**src/rtl/eth_frame_rx.sv**
```systemverilog
// eth_frame_rx: receive-side Ethernet header deframer.
// Strips the 14-byte header (dest MAC, src MAC, EtherType) from an 8-bit
// AXI-Stream frame, presents it on a valid/ready header port and forwards
// the remaining bytes through a single-register payload stream.
`timescale 1ns/1ps
module eth_frame_rx (
    input  logic        clk,
    input  logic        rst,
    input  logic [7:0]  s_axis_tdata,
    input  logic        s_axis_tvalid,
    output logic        s_axis_tready,
    input  logic        s_axis_tlast,
    input  logic        s_axis_tuser,
    output logic        m_eth_hdr_valid,
    input  logic        m_eth_hdr_ready,
    output logic [47:0] m_eth_dest_mac,
    output logic [47:0] m_eth_src_mac,
    output logic [15:0] m_eth_type,
    output logic [7:0]  m_eth_payload_axis_tdata,
    output logic        m_eth_payload_axis_tkeep,
    output logic        m_eth_payload_axis_tvalid,
    input  logic        m_eth_payload_axis_tready,
    output logic        m_eth_payload_axis_tlast,
    output logic        m_eth_payload_axis_tuser,
    output logic        busy,
    output logic        error_header_early_termination
);

    typedef enum logic [1:0] {
        IDLE    = 2'd0,
        HDR     = 2'd1,
        PAYLOAD = 2'd2
    } state_t;

    state_t      state_reg, state_next;
    logic [3:0]  hdr_ptr_reg, hdr_ptr_next;

    // Header bytes 0..12 live in the shadow; byte 13 is taken straight from
    // the input on the beat that completes the header.
    logic [103:0] shadow_flat;

    logic        hdr_valid_reg;
    logic [47:0] dest_mac_reg;
    logic [47:0] src_mac_reg;
    logic [15:0] eth_type_reg;

    logic [7:0]  pay_tdata_reg;
    logic        pay_tvalid_reg;
    logic        pay_tlast_reg;
    logic        pay_tuser_reg;

    logic        err_reg;

    logic        tready_int;
    logic        s_accept;
    logic        hdr_wr;
    logic        hdr_load;
    logic        hdr_err;
    logic        pay_load;

    // Input ready depends on the state; forced low while reset is asserted.
    always_comb begin
        tready_int = 1'b0;
        case (state_reg)
            IDLE:    tready_int = !hdr_valid_reg;
            HDR:     tready_int = 1'b1;
            PAYLOAD: tready_int = m_eth_payload_axis_tready || !pay_tvalid_reg;
            default: tready_int = 1'b0;
        endcase
    end

    assign s_axis_tready = tready_int && !rst;
    assign s_accept      = s_axis_tvalid && s_axis_tready;

    // Next-state, header pointer and datapath strobes.
    always_comb begin
        state_next   = state_reg;
        hdr_ptr_next = hdr_ptr_reg;
        hdr_wr       = 1'b0;
        hdr_load     = 1'b0;
        hdr_err      = 1'b0;
        pay_load     = 1'b0;
        case (state_reg)
            IDLE: begin
                if (s_accept) begin
                    hdr_wr = 1'b1;
                    if (s_axis_tlast) begin
                        hdr_err      = 1'b1;
                        hdr_ptr_next = 4'd0;
                    end else begin
                        state_next   = HDR;
                        hdr_ptr_next = 4'd1;
                    end
                end
            end
            HDR: begin
                if (s_accept) begin
                    hdr_wr = 1'b1;
                    if (s_axis_tlast) begin
                        hdr_err      = 1'b1;
                        state_next   = IDLE;
                        hdr_ptr_next = 4'd0;
                    end else if (hdr_ptr_reg == 4'd13) begin
                        hdr_load     = 1'b1;
                        state_next   = PAYLOAD;
                        hdr_ptr_next = 4'd0;
                    end else begin
                        hdr_ptr_next = hdr_ptr_reg + 4'd1;
                    end
                end
            end
            PAYLOAD: begin
                if (s_accept) begin
                    pay_load = 1'b1;
                    if (s_axis_tlast) begin
                        state_next = IDLE;
                    end
                end
            end
            default: begin
                state_next   = IDLE;
                hdr_ptr_next = 4'd0;
            end
        endcase
    end

    // State and header pointer registers.
    always_ff @(posedge clk or posedge rst) begin
        if (rst) begin
            state_reg   <= IDLE;
            hdr_ptr_reg <= 4'd0;
        end else begin
            state_reg   <= state_next;
            hdr_ptr_reg <= hdr_ptr_next;
        end
    end

    // One shadow byte per header position 0..12, written when the pointer matches.
    generate
        for (genvar gi = 0; gi < 13; gi++) begin : g_shadow
            logic [7:0] byte_reg;

            // Capture the accepted header byte at this position.
            always_ff @(posedge clk or posedge rst) begin
                if (rst) begin
                    byte_reg <= 8'd0;
                end else if (hdr_wr && (hdr_ptr_reg == 4'(gi))) begin
                    byte_reg <= s_axis_tdata;
                end
            end

            assign shadow_flat[103 - 8*gi -: 8] = byte_reg;
        end
    endgenerate

    // Header output register: loaded on byte 13, held until consumed, then cleared.
    always_ff @(posedge clk or posedge rst) begin
        if (rst) begin
            hdr_valid_reg <= 1'b0;
            dest_mac_reg  <= 48'd0;
            src_mac_reg   <= 48'd0;
            eth_type_reg  <= 16'd0;
        end else if (hdr_load) begin
            hdr_valid_reg <= 1'b1;
            dest_mac_reg  <= shadow_flat[103:56];
            src_mac_reg   <= shadow_flat[55:8];
            eth_type_reg  <= {shadow_flat[7:0], s_axis_tdata};
        end else if (hdr_valid_reg && m_eth_hdr_ready) begin
            hdr_valid_reg <= 1'b0;
            dest_mac_reg  <= 48'd0;
            src_mac_reg   <= 48'd0;
            eth_type_reg  <= 16'd0;
        end
    end

    // Payload output register: load on accept, drop valid once the sink takes it.
    always_ff @(posedge clk or posedge rst) begin
        if (rst) begin
            pay_tvalid_reg <= 1'b0;
            pay_tdata_reg  <= 8'd0;
            pay_tlast_reg  <= 1'b0;
            pay_tuser_reg  <= 1'b0;
        end else if (pay_load) begin
            pay_tvalid_reg <= 1'b1;
            pay_tdata_reg  <= s_axis_tdata;
            pay_tlast_reg  <= s_axis_tlast;
            pay_tuser_reg  <= s_axis_tlast && s_axis_tuser;
        end else if (m_eth_payload_axis_tready) begin
            pay_tvalid_reg <= 1'b0;
        end
    end

    // One-cycle pulse after a header byte carrying tlast is accepted.
    always_ff @(posedge clk or posedge rst) begin
        if (rst) begin
            err_reg <= 1'b0;
        end else begin
            err_reg <= hdr_err;
        end
    end

    assign m_eth_hdr_valid                = hdr_valid_reg;
    assign m_eth_dest_mac                 = dest_mac_reg;
    assign m_eth_src_mac                  = src_mac_reg;
    assign m_eth_type                     = eth_type_reg;
    assign m_eth_payload_axis_tdata       = pay_tdata_reg;
    assign m_eth_payload_axis_tkeep       = pay_tvalid_reg;
    assign m_eth_payload_axis_tvalid      = pay_tvalid_reg;
    assign m_eth_payload_axis_tlast       = pay_tlast_reg;
    assign m_eth_payload_axis_tuser       = pay_tuser_reg;
    assign busy                           = (state_reg != IDLE);
    assign error_header_early_termination = err_reg;

endmodule

```
**config.mk**
```make
export PLATFORM = sky130hd
export DESIGN_NAME = eth_frame_rx
export DESIGN_NICKNAME = d
export VERILOG_FILES = /design/src/rtl/eth_frame_rx.sv
export SDC_FILE = /design/constraint.sdc
export NUM_CORES = 1
export LEC_CHECK = 0
export BUFFER_PORTS_ARGS = -buffer_cell sky130_fd_sc_hd__buf_2
export CORE_MARGIN = 5
export CORE_UTILIZATION = 28
export DETAILED_ROUTE_END_ITERATION = 7
export PLACE_DENSITY = 0.47
export SLEW_MARGIN = 20
export SYNTH_ARGS = -nofsm -noshare
export SYNTH_HDL_FRONTEND = slang
export SYNTH_SLANG_ARGS = --single-unit
```
**constraint.sdc**
```tcl
create_clock -name clk -period 6.35 [get_ports clk]
set_input_delay 0.3175 -clock clk [delete_from_list [all_inputs] [get_ports clk]]
set_output_delay 0.3175 -clock clk [all_outputs]
set_load 0.03 [all_outputs]
```
==> results of run 1 <==
[cell type report]
class	instances	area (um^2)	area share (%)
clock inverter	8	118	1.00
multi-input combinational	413	3100	26.4
sequential	235	5880	50.2
inverter	115	435	3.71
clock buffer	40	835	7.12
tap	455	569	4.86
timing repair buffer	152	791	6.74
[critical path: cells and delay by family, from the launching register on]
family | cells | cell delay (ns)
buffers and inverters | 2 | 1.22
AND/OR/NAND/NOR | 2 | 0.41
flip-flops | 1 | 0.54
multiplexers | 1 | 0.26
AO/OA/AOI/OAI | 1 | 0.19
[how the worst max path moves through the flow]
stage | start | end
4_1_cts | state_reg[1] | m_eth_dest_mac[30]
2_1_floorplan | rst | s_axis_tready
5_1_grt | state_reg[1] | m_eth_dest_mac[29]
3_5_place_dp | state_reg[1] | m_eth_dest_mac[30]
6_report | state_reg[1] | m_eth_dest_mac[30]
3_3_place_gp | state_reg[1] | m_eth_dest_mac[36]
[synthesized netlist by cell type (all sizes together), types with 2 or more instances]
cell type,number
nor3,2
inv,115
nand2,136
mux2i,216
o21ai,16
and2,3
a21oi,3
nand2b,4
buf,18
nor2,5
nor4,2
nand3,5
nor2b,5
dfrtp,235
or2,2
clkbuf,24
[cells by family (layout without fill, tap and decap cells)]
group	count (synthesis)	count (layout)	synth area share [%]
simple gates	171	171	7.99
mux	217	217	22.6
flops	235	235	61.1
buf+inv	157	315	6.84
compound gates	25	25	1.51
[layer usage]
layer,routed length [um],vias to the layer above
met1,12300,2970
met2,11200,109
met5,0,-
met4,445,0
li1,-,2851
met3,1010,32
[through the flow]
stage / utilization, % / instances / instance area, um^2 / hold slack (ns) / total power (uW)
6_report: 34.3 / 1418 / 11700 / 0.0444 / 3390
5_1_grt: 34.3 / 1418 / 11700 / 0.0828 / 3550
4_1_cts: 34.3 / 1418 / 11700 / 0.0433 / 3460
3_5_place_dp: 31.4 / 1368 / 10800 / 0.469 / 1770
3_3_place_gp: 31.4 / 1368 / 10800 / 0.456 / 1770
2_1_floorplan: - / 805 / 9630 / 0.414 / 1720
[power groups by stage]
stage | sequential, uW | combinational [uW] | clock (uW)
final | 1580 | 165 | 1650
after detailed placement | 1600 | 171 | 0
after floorplan | 1600 | 120 | 0
after global routing | 1580 | 192 | 1770
after global placement | 1600 | 169 | 0
after CTS | 1580 | 173 | 1710
==> reports/qor.yml, run 1 <==
setup_path:
  r2r_setup_slack_ns: 3.59
  cell_chain_critical_path: "nor2b_2 > o2bb2ai_1 > nand4_1 > buf_4 > buf_4 > mux2i_1"
  rr_endpoint: "m_eth_dest_mac[30]"
  timing.critical_path.mode_cell: "buf_4"
  crit_type: "reg -> reg"
  crit_path_max_incr_delay_ns: 0.67
  arrival_ns: 3.21
  timing.critical_path.fanout_max: 37
  worst_r2r_path_depth: 6
  worstSetupEndpointType: "flop"
  timing.critical_path.slowest_stage_cell: "buf_4"
  required_time_worst_endpoint_ns: 6.79
  critPathLaunchType: "flop"
  timing.rr.start: "state_reg[1]"
timing:
  crit_path_setup_slack_layout_ns: 3.59
  total_setup_violations_reported_at_the_end_of_the_flow: 0
  clock_skew_ns: 0.00840
  unrepaired_setup_endpoints_after_global_routing: "false"
  min_period_over_period_pct: 43.5
  final_hold_viol_count: 0
  maxSlewViolCount: 0
  period_minus_slack_ns: 2.76
  setup_total_negative_slack_ns: 0
  fmaxAchievable_mhz: 362
  slew_headroom_pct: 33.1
  worstMarginPinSlew_ns: 1.00
power:
  power_frac_seq_pct: 46.5
  ir_worst_vdd_mv: 0.166
  powerDensity_mw_per_mm2: 289
  share_comb_of_total_power_pct: 4.9
  p_leak_uw: 0.00749
  internal_power_contribution_uw: 2630
  clkPwrFrac_pct: 48.7
  switching_share_pct: 22.4
  p_switching_uw: 760
die:
  die_y_um: 195
  floorplan.core_area_mm2: 0.0342
  initial_core_util_pct: 28.1
  floorplan.io_pins: 143
  row_count: 68
  die_extent_in_x_um: 195
  floorplan.die_area_mm2: 0.0382
hold_path:
  hold_crit_path_type: "in -> async"
synthesis:
  synth_nets: 820
  mapped_cell_area_mm2: 0.00963
  synth_edf_count: 0
  synthesis.yosys.warnings: 0
  postSynthCellCount: 805
  synth_flop_cell: "dfrtp_1"
  synthDistinctLibCells: 38
  synth_largest_type_area_fraction_pct: 61.1
  asyncSetResetFlopFracSynth_pct: 100
  synth.top_cells.by_area: "dfrtp_1 (61%), mux2i_1 (22%), nand2_1 (5.3%), inv_1 (4.5%), clkbuf_1 (0.90%)"
  ys_seq_elements: 235
  synth_sequential_area_ratio_pct: 61.1
  syn-mean-instance-area_um2: 12.0
  yosysTopAreaCell: "dfrtp_1"
global_routing:
  grtUsageTotal_pct: 13.1
  grt_busiest_layer: "met2"
  gr-total-overflow: 0
  antenna_found_initial: 0
  gr-usage-met2_pct: 20.7
  global_route_wire_length_before_repair_mm: 40.1
  gr-usage-met3_pct: 2.62
  met1_usage_grt_pct: 18.8
  first_global_vias: 6561
  grt_max_degree: 68
cts:
  cts.root.buffer_cell: "clkbuf_16"
  h-tree-depth: 1
  cts_post_setup_buffers_inserted: 0
  max-clock-path-buffers: 3
  insertion_delay_ns: 0.53
  post_cts.resized_instances: 0
  cts_tree: "built"
  cts_made_buffers: 27
  cts_hold_buffers: 2
  clock_transition_at_the_registers_of_the_reported_paths_ns: 0.06
  clock_sinks: 235
drt:
  drc: 0
  detailroute.via_count: 5962
  drt_pre_antenna_iters: 4
  wl_per_cell_um: 17.6
  routed_wirelength_mm: 24.9
  drt_first_iter_violations: 333
  avgViaCountPerCell: 4.20
  final_antenna_net_count: 0
layout:
  finalNetCount: 959
  post_route_cells_drive_above_1_share_pct: 22.0
  most_frequent_cells_in_the_layout: "dfrtp_1 (235), mux2i_1 (216), buf_2 (142)"
  fill_cells: 3546
  num_antenna_cells: 0
  area.growth.synth_to_final_pct: 21.8
  most_common_cell_after_layout_fill_and_taps_aside: "dfrtp_1"
  largest_reg_flops: 104
outcome:
  outcome: "finished, final reports clean"
place:
  port_buffers: 142
  gp_routability_congestion: 0.717
  placed_wire_length_estimate_mm: 14.8
  preCtsSetupSlack_ns: 3.56
job:
  cap_violations: 0
Note: power is estimated with default switching activity, not from simulation.
==> run 2, diff against run 1 <==
ABC_AREA = 1   (was default)
clock period = 2.4 ns   (was 6.35 ns; I/O delays follow)
==> run 2 against run 1 <==
Compared with the run above:
- setup slack worse by 3.2 ns
- clock skew increased by 0.0015 ns
- clock power rose to 2.9 times the previous value
- global-route usage is 2.5 points higher
- critical path type unchanged
- core utilization increased by 0.37 points
- die area is 1.1% higher
- largest power group unchanged
- via count up 32%
- register-to-register slack worse by 3.2 ns
- sequential share of layout area is 0.90 points lower
==> reports/qor.yml, run 2 <==
global_routing:
  antenna_found_initial: 0
  grtUsageTotal_pct: 15.6
  gr-total-overflow: 0
  grt_max_degree: 158
  global_route_wire_length_before_repair_mm: 48.5
  first_global_vias: 8084
synthesis:
  synthXorXnorAreaFrac_pct: 0
  synthTopCellsByCount: "nand2_1 (387), dfrtp_1 (235), nand3_1 (229)"
  synth_nets: 1099
  synthesis.yosys.warnings: 0
  combinational_family_with_the_most_area_after_synthesis: "simple AND/OR/NAND/NOR gates"
  synthDistinctLibCells: 22
  synth_largest_type_area_fraction_pct: 60.4
  synth-compound-area-share_pct: 5.76
  yosysMostFrequentCell: "nand2_1"
  synth_sequential_area_ratio_pct: 60.4
  mapped_cell_area_mm2: 0.00974
  synthAdderAreaFrac_pct: 0
  synth.top_cells.by_area: "dfrtp_1 (60%), nand2_1 (15%), nand3_1 (12%), o21ai_0 (5.2%), nor2_4 (1.6%)"
  synth_edf_count: 0
  synth_flop_cell: "dfrtp_1"
  asyncSetResetFlopFracSynth_pct: 100
  synth-simple-area-share_pct: 29.6
  postSynthCellCount: 1084
  ys_seq_elements: 235
  yosys-mux-area-fraction_pct: 0
  yosysTopAreaCell: "dfrtp_1"
  syn-mean-instance-area_um2: 8.98
cts:
  h-tree-depth: 1
  cts_post_setup_buffers_inserted: 0
  max-clock-path-buffers: 3
  cts.root.buffer_cell: "clkbuf_16"
  cts_tree: "built"
  clock_sinks: 235
  clock_transition_at_the_registers_of_the_reported_paths_ns: 0.06
  cts_made_buffers: 27
  insertion_delay_ns: 0.52
  post_cts.resized_instances: 0
hold_path:
  hold-path-endpoint: "error_header_early_termination"
  hold_path_startpoint: "s_axis_tlast"
  hold_depth: 3
  hold_crit_path_type: "in -> reg"
timing:
  period_minus_slack_ns: 2.05
  unrepaired_setup_endpoints_after_global_routing: "false"
  total_setup_violations_reported_at_the_end_of_the_flow: 0
  final_hold_viol_count: 0
  worstMarginPinSlew_ns: 0.986
  fmaxAchievable_mhz: 488
  setup_total_negative_slack_ns: 0
  slew_headroom_pct: 34.3
  maxSlewViolCount: 0
  clock_skew_ns: 0.00989
  min_period_over_period_pct: 85.4
setup_path:
  r2r_setup_slack_ns: 0.35
  rr_endpoint: "m_eth_payload_axis_tuser"
  critPathLaunchType: "flop"
  timing.critical_path.fanout_max: 10
  worst_r2r_path_depth: 9
  timing.rr.start: "state_reg[1]"
  arrival_ns: 2.51
  crit_type: "reg -> reg"
  required_time_worst_endpoint_ns: 2.86
  worstSetupEndpointType: "flop"
place:
  port_buffers: 142
  place.detailed.instances: 1623
  gp_routability_congestion: 0.761
  placed_wire_length_estimate_mm: 17.9
  placedInstanceArea_mm2: 0.0109
die:
  die_y_um: 197
  die_extent_in_x_um: 197
  row_count: 68
  floorplan.io_pins: 143
  initial_core_util_pct: 28.3
  floorplan.die_area_mm2: 0.0386
  floorplan.core_area_mm2: 0.0345
drt:
  routed_wirelength_mm: 30.4
  avgViaCountPerCell: 4.69
  drc: 0
  wl_per_cell_um: 18.1
  final_antenna_net_count: 0
  detailroute.via_count: 7858
  drt_first_iter_violations: 684
  drt_pre_antenna_iters: 5
layout:
  largest_reg_flops: 104
  num_antenna_cells: 0
  finalNonFillerCells: 1675
  finalInstanceArea_mm2: 0.0119
  post_route_cells_drive_above_1_share_pct: 18.6
  area.growth.synth_to_final_pct: 22.6
  most_frequent_cells_in_the_layout: "nand2_1 (385), dfrtp_1 (235), nand3_1 (229)"
  finalNetCount: 1216
  most_common_cell_after_layout_fill_and_taps_aside: "nand2_1"
outcome:
  outcome: "finished, final reports clean"
power:
  p_leak_uw: 0.00669
  ir_worst_vdd_mv: 0.500
  powerDensity_mw_per_mm2: 833
job:
  cap_violations: 0
## run 2: cell count changes after synthesis, moves of 5 or more
cell      change
nand3_1     +227
mux2i_1     -216
buf_1         +9
nand2_1     +251
buf_4         +7
o21ai_0      +85
nor2_1        +5
nor2_4       +14
buf_2         +8
inv_1       -103
clkbuf_1      +8
o21ai_1      +10
## run 2: stage by stage
stage                     utilization [%]  hold WS, ns  power (uW)  worst slack (ns)
after CTS                            34.6       0.0172       10100             0.359
after global placement               31.6        0.352        5290             0.415
after detailed placement             31.6        0.370        5300             0.421
after global routing                 34.6       0.0508       10400             0.193
after floorplan                         -        0.237        5000             -2.37
final                                34.6       0.0489        9940             0.350
## run 2: layer usage
| metal | GRT usage, % | share of wire, % | up-vias |
|---|---|---|---|
| met1 | 22.3 | 47 | 3828 |
| met3 | 2.62 | 4.8 | 33 |
| met2 | 25.1 | 47 | 184 |
| met5 | 0 | 0 | - |
| li1 | - | - | 3813 |
| met4 | 3.13 | 1.6 | 0 |
## run 2: critical path, stage by stage, from the launching register on
cell,delay [ns]
dfrtp_1,0.41
inv_2,0.11
nor2_2,0.11
nand2_1,0.07
nand2_2,0.12
nand3_4,0.12
nor2_4,0.31
nand3_1,0.10
dlygate4sd3_1,0.57
nand2_1,0.06
## run 2: power breakdown
part / switching (uW) / total [uW] / internal, uW
sequential: 146 / 4370 / 4220
combinational: 651 / 853 / 203
clock: 1660 / 4720 / 3060
## run 2: how the worst max path moves through the flow
stage | startpoint | to | slack, ns | depth (start not counted)
after floorplan | rst | m_eth_src_mac[0] | -2.37 | 7
after global placement | hdr_ptr_reg[0] | m_eth_dest_mac[24] | 0.42 | 7
after detailed placement | hdr_ptr_reg[0] | m_eth_dest_mac[24] | 0.42 | 7
after CTS | state_reg[1] | m_eth_payload_axis_tuser | 0.36 | 9
after global routing | state_reg[1] | m_eth_payload_axis_tuser | 0.19 | 9
final | state_reg[1] | m_eth_payload_axis_tuser | 0.35 | 9
## run 2: cells by family (layout without fill, tap and decap cells)
kind of cell / Yosys count / after routing
flops: 235 / 235
compound gates: 112 / 112
simple gates: 650 / 650
buf+inv: 87 / 223
## run 2: layout make-up
type / instances / area [um^2]
Fill cell: 3599 / 22500
Sequential cell: 235 / 5880
Multi-Input combinational cell: 762 / 3470
Timing Repair Buffer: 159 / 936
Clock buffer: 33 / 708
Tap cell: 455 / 569
Clock inverter: 15 / 305
Inverter: 16 / 66.3
## run 2: timing repair
action / CTS / global route
hold buffers: 4 / 0
setup endpoints to repair: 0 / 0
hold endpoints to repair: 19 / 0
==> run 3, diff against run 2 <==
CORE_MARGIN = 2   (was 5)
CTS_BUF_LIST = sky130_fd_sc_hd__clkbuf_2   (was default)
RECOVER_POWER = 50   (was default)
==> run 3 against run 2 <==
Compared with the run above:
- the flow now finishes with violations (max-capacitance violations, max-slew violations)
- sequential power about the same
- power decreased by 18%
- setup slack got worse by 0.13 ns
- via count increased by 3.9%
- clock skew increased by 0.076 ns
- combinational power increased by 1%
==> reports/qor.yml, run 3 (synthesized netlist as in run 2, its figures left out) <==
outcome:
  outcome: "finished, violations left"
  violations: "max-capacitance violations, max-slew violations"
power:
  p_leak_uw: 0.00648
  share_comb_of_total_power_pct: 10.6
  ir_worst_vdd_mv: 0.312
  powerDensity_mw_per_mm2: 700
  clkPwrFrac_pct: 35.8
  internal_power_contribution_uw: 5640
  switching_share_pct: 30.8
  power_uw: 8150
  power_frac_seq_pct: 53.6
  p_switching_uw: 2510
setup_path:
  r2r_setup_slack_ns: 0.22
  timing.rr.start: "state_reg[0]"
  rr_endpoint: "g_shadow[12].byte_reg[1]"
  required_time_worst_endpoint_ns: 3.18
  worst_r2r_path_depth: 10
  timing.critical_path.fanout_max: 19
  arrival_ns: 2.96
  crit_type: "reg -> reg"
  worstSetupEndpointType: "flop"
  critPathLaunchType: "flop"
timing:
  worstMarginPinSlew_ns: 1.88
  period_minus_slack_ns: 2.18
  hold_ws_ns: 0.221
  fmaxAchievable_mhz: 458
  total_setup_violations_reported_at_the_end_of_the_flow: 0
  crit_path_setup_slack_layout_ns: 0.216
  unrepaired_setup_endpoints_after_global_routing: "false"
  final_hold_viol_count: 0
  slew_headroom_pct: -25.4
  min_period_over_period_pct: 91.0
  maxSlewViolCount: 144
  clock_skew_ns: 0.0859
job:
  cap_violations: 2
layout:
  finalNetCount: 1280
  finalNonFillerCells: 1765
  most_common_cell_after_layout_fill_and_taps_aside: "nand2_1"
  finalInstanceArea_mm2: 0.0116
  post_route_cells_drive_above_1_share_pct: 17.8
  area.growth.synth_to_final_pct: 19.6
  largest_reg_flops: 104
  most_frequent_cells_in_the_layout: "nand2_1 (385), dfrtp_1 (235), nand3_1 (229)"
  fill_cells: 3705
die:
  die_y_um: 191
  die_extent_in_x_um: 191
  floorplan.core_area_mm2: 0.0344
  initial_core_util_pct: 28.3
  floorplan.die_area_mm2: 0.0363
  floorplan.io_pins: 143
  row_count: 68
cts:
  cts.root.buffer_cell: "clkbuf_2"
  h-tree-depth: 3
  clock_sinks: 235
  max-clock-path-buffers: 3
  insertion_delay_ns: 0.82
  cts_tree: "built"
  clock_transition_at_the_registers_of_the_reported_paths_ns: 0.10
  cts_made_buffers: 67
global_routing:
  grtUsageTotal_pct: 16.7
  first_global_vias: 8228
  antenna_found_initial: 1
  grt_max_degree: 146
  global_route_wire_length_before_repair_mm: 47.1
  gr-total-overflow: 0
drt:
  final_antenna_net_count: 0
  drt_first_iter_violations: 532
  routed_wirelength_mm: 30.0
  drc: 0
  detailroute.via_count: 8165
  avgViaCountPerCell: 4.63
  drt_pre_antenna_iters: 5
  wl_per_cell_um: 17.0
hold_path:
  hold_crit_path_type: "in -> async"
place:
  placed_wire_length_estimate_mm: 18.0
  place.detailed.instances: 1629
  preCtsSetupSlack_ns: 0.326
  placedInstanceArea_mm2: 0.0109
  port_buffers: 142
  gp_routability_congestion: 0.746
## run 3: cell types whose count changed in the layout (fill, tap and decap cells not counted), moves of 2 or more
cell | previous run | this run
inv_2 | 4 | 7
clkbuf_2 | 0 | 102
clkbuf_16 | 27 | 0
buf_4 | 6 | 10
bufinv_16 | 9 | 1
dlygate4sd3_1 | 4 | 20
clkinv_1 | 0 | 6
buf_2 | 142 | 77
clkinv_2 | 4 | 2
clkbuf_1 | 5 | 66
## run 3: worst max-delay path by stage
stage	from	slack, ns	end
3_5_place_dp	state_reg[1]	0.33	g_shadow[3].byte_reg[6]
3_3_place_gp	state_reg[1]	0.35	g_shadow[5].byte_reg[4]
2_1_floorplan	rst	-2.37	m_eth_src_mac[0]
6_report	state_reg[0]	0.22	g_shadow[12].byte_reg[1]
4_1_cts	rst	0.04	s_axis_tready
5_1_grt	state_reg[1]	0.02	g_shadow[12].byte_reg[7]
## run 3: per-layer routing
layer	share of wire, %	global-route usage, %	up-vias
li1	-	-	3976
met1	47	22.5	3954
met2	46	25.9	197
met3	6.0	4.53	38
met4	1.5	5.40	0
met5	0	0	-
## run 3: worst max-delay path, stage by stage (launching register included)
cell and delay, ns:
dfrtp_1 0.50, inv_2 0.09, nand2_1 0.07, nand2_1 0.05, nand2_2 0.13, nand4_4 0.12
buf_4 0.24, nor2_4 0.24, nand2_1 0.07, dlygate4sd3_1 0.57, nand2_1 0.06
## run 3: area by class of cell
| type | count | area (um^2) | share of cell area, % |
|---|---|---|---|
| antenna | 1 | 2.50 | 0.0215 |
| clock buffer | 100 | 500 | 4.30 |
| clock inverter | 13 | 81.3 | 0.698 |
| inverter | 16 | 66.3 | 0.569 |
| multi-input combinational | 762 | 3470 | 29.8 |
| sequential | 235 | 5880 | 50.5 |
| tap | 455 | 569 | 4.89 |
| timing repair buffer | 183 | 1080 | 9.25 |
## run 3: per-stage QoR
| step | TNS, ns | utilization (%) |
|---|---|---|
| 4_1_cts | 0 | 34.1 |
| 3_3_place_gp | 0 | 31.8 |
| 2_1_floorplan | -733.36 | - |
| 5_1_grt | 0 | 33.9 |
| 3_5_place_dp | 0 | 31.8 |
| 6_report | 0 | 33.9 |
## run 3: power groups by stage
stage / sequential, uW / combinational, uW / clock [uW]
after floorplan: 4520 / 484 / 0
after global placement: 4450 / 845 / 0
after detailed placement: 4450 / 854 / 0
after CTS: 4370 / 880 / 3060
after global routing: 4400 / 978 / 3280
final: 4370 / 865 / 2920
## run 3: timing repair
action | in CTS | in global routing
gates resized for setup | 0 | 2
setup endpoints to repair | 0 | 3
hold buffers | 20 | 0
setup buffers | 0 | 1
endpoints found under the hold margin | 455 | 0
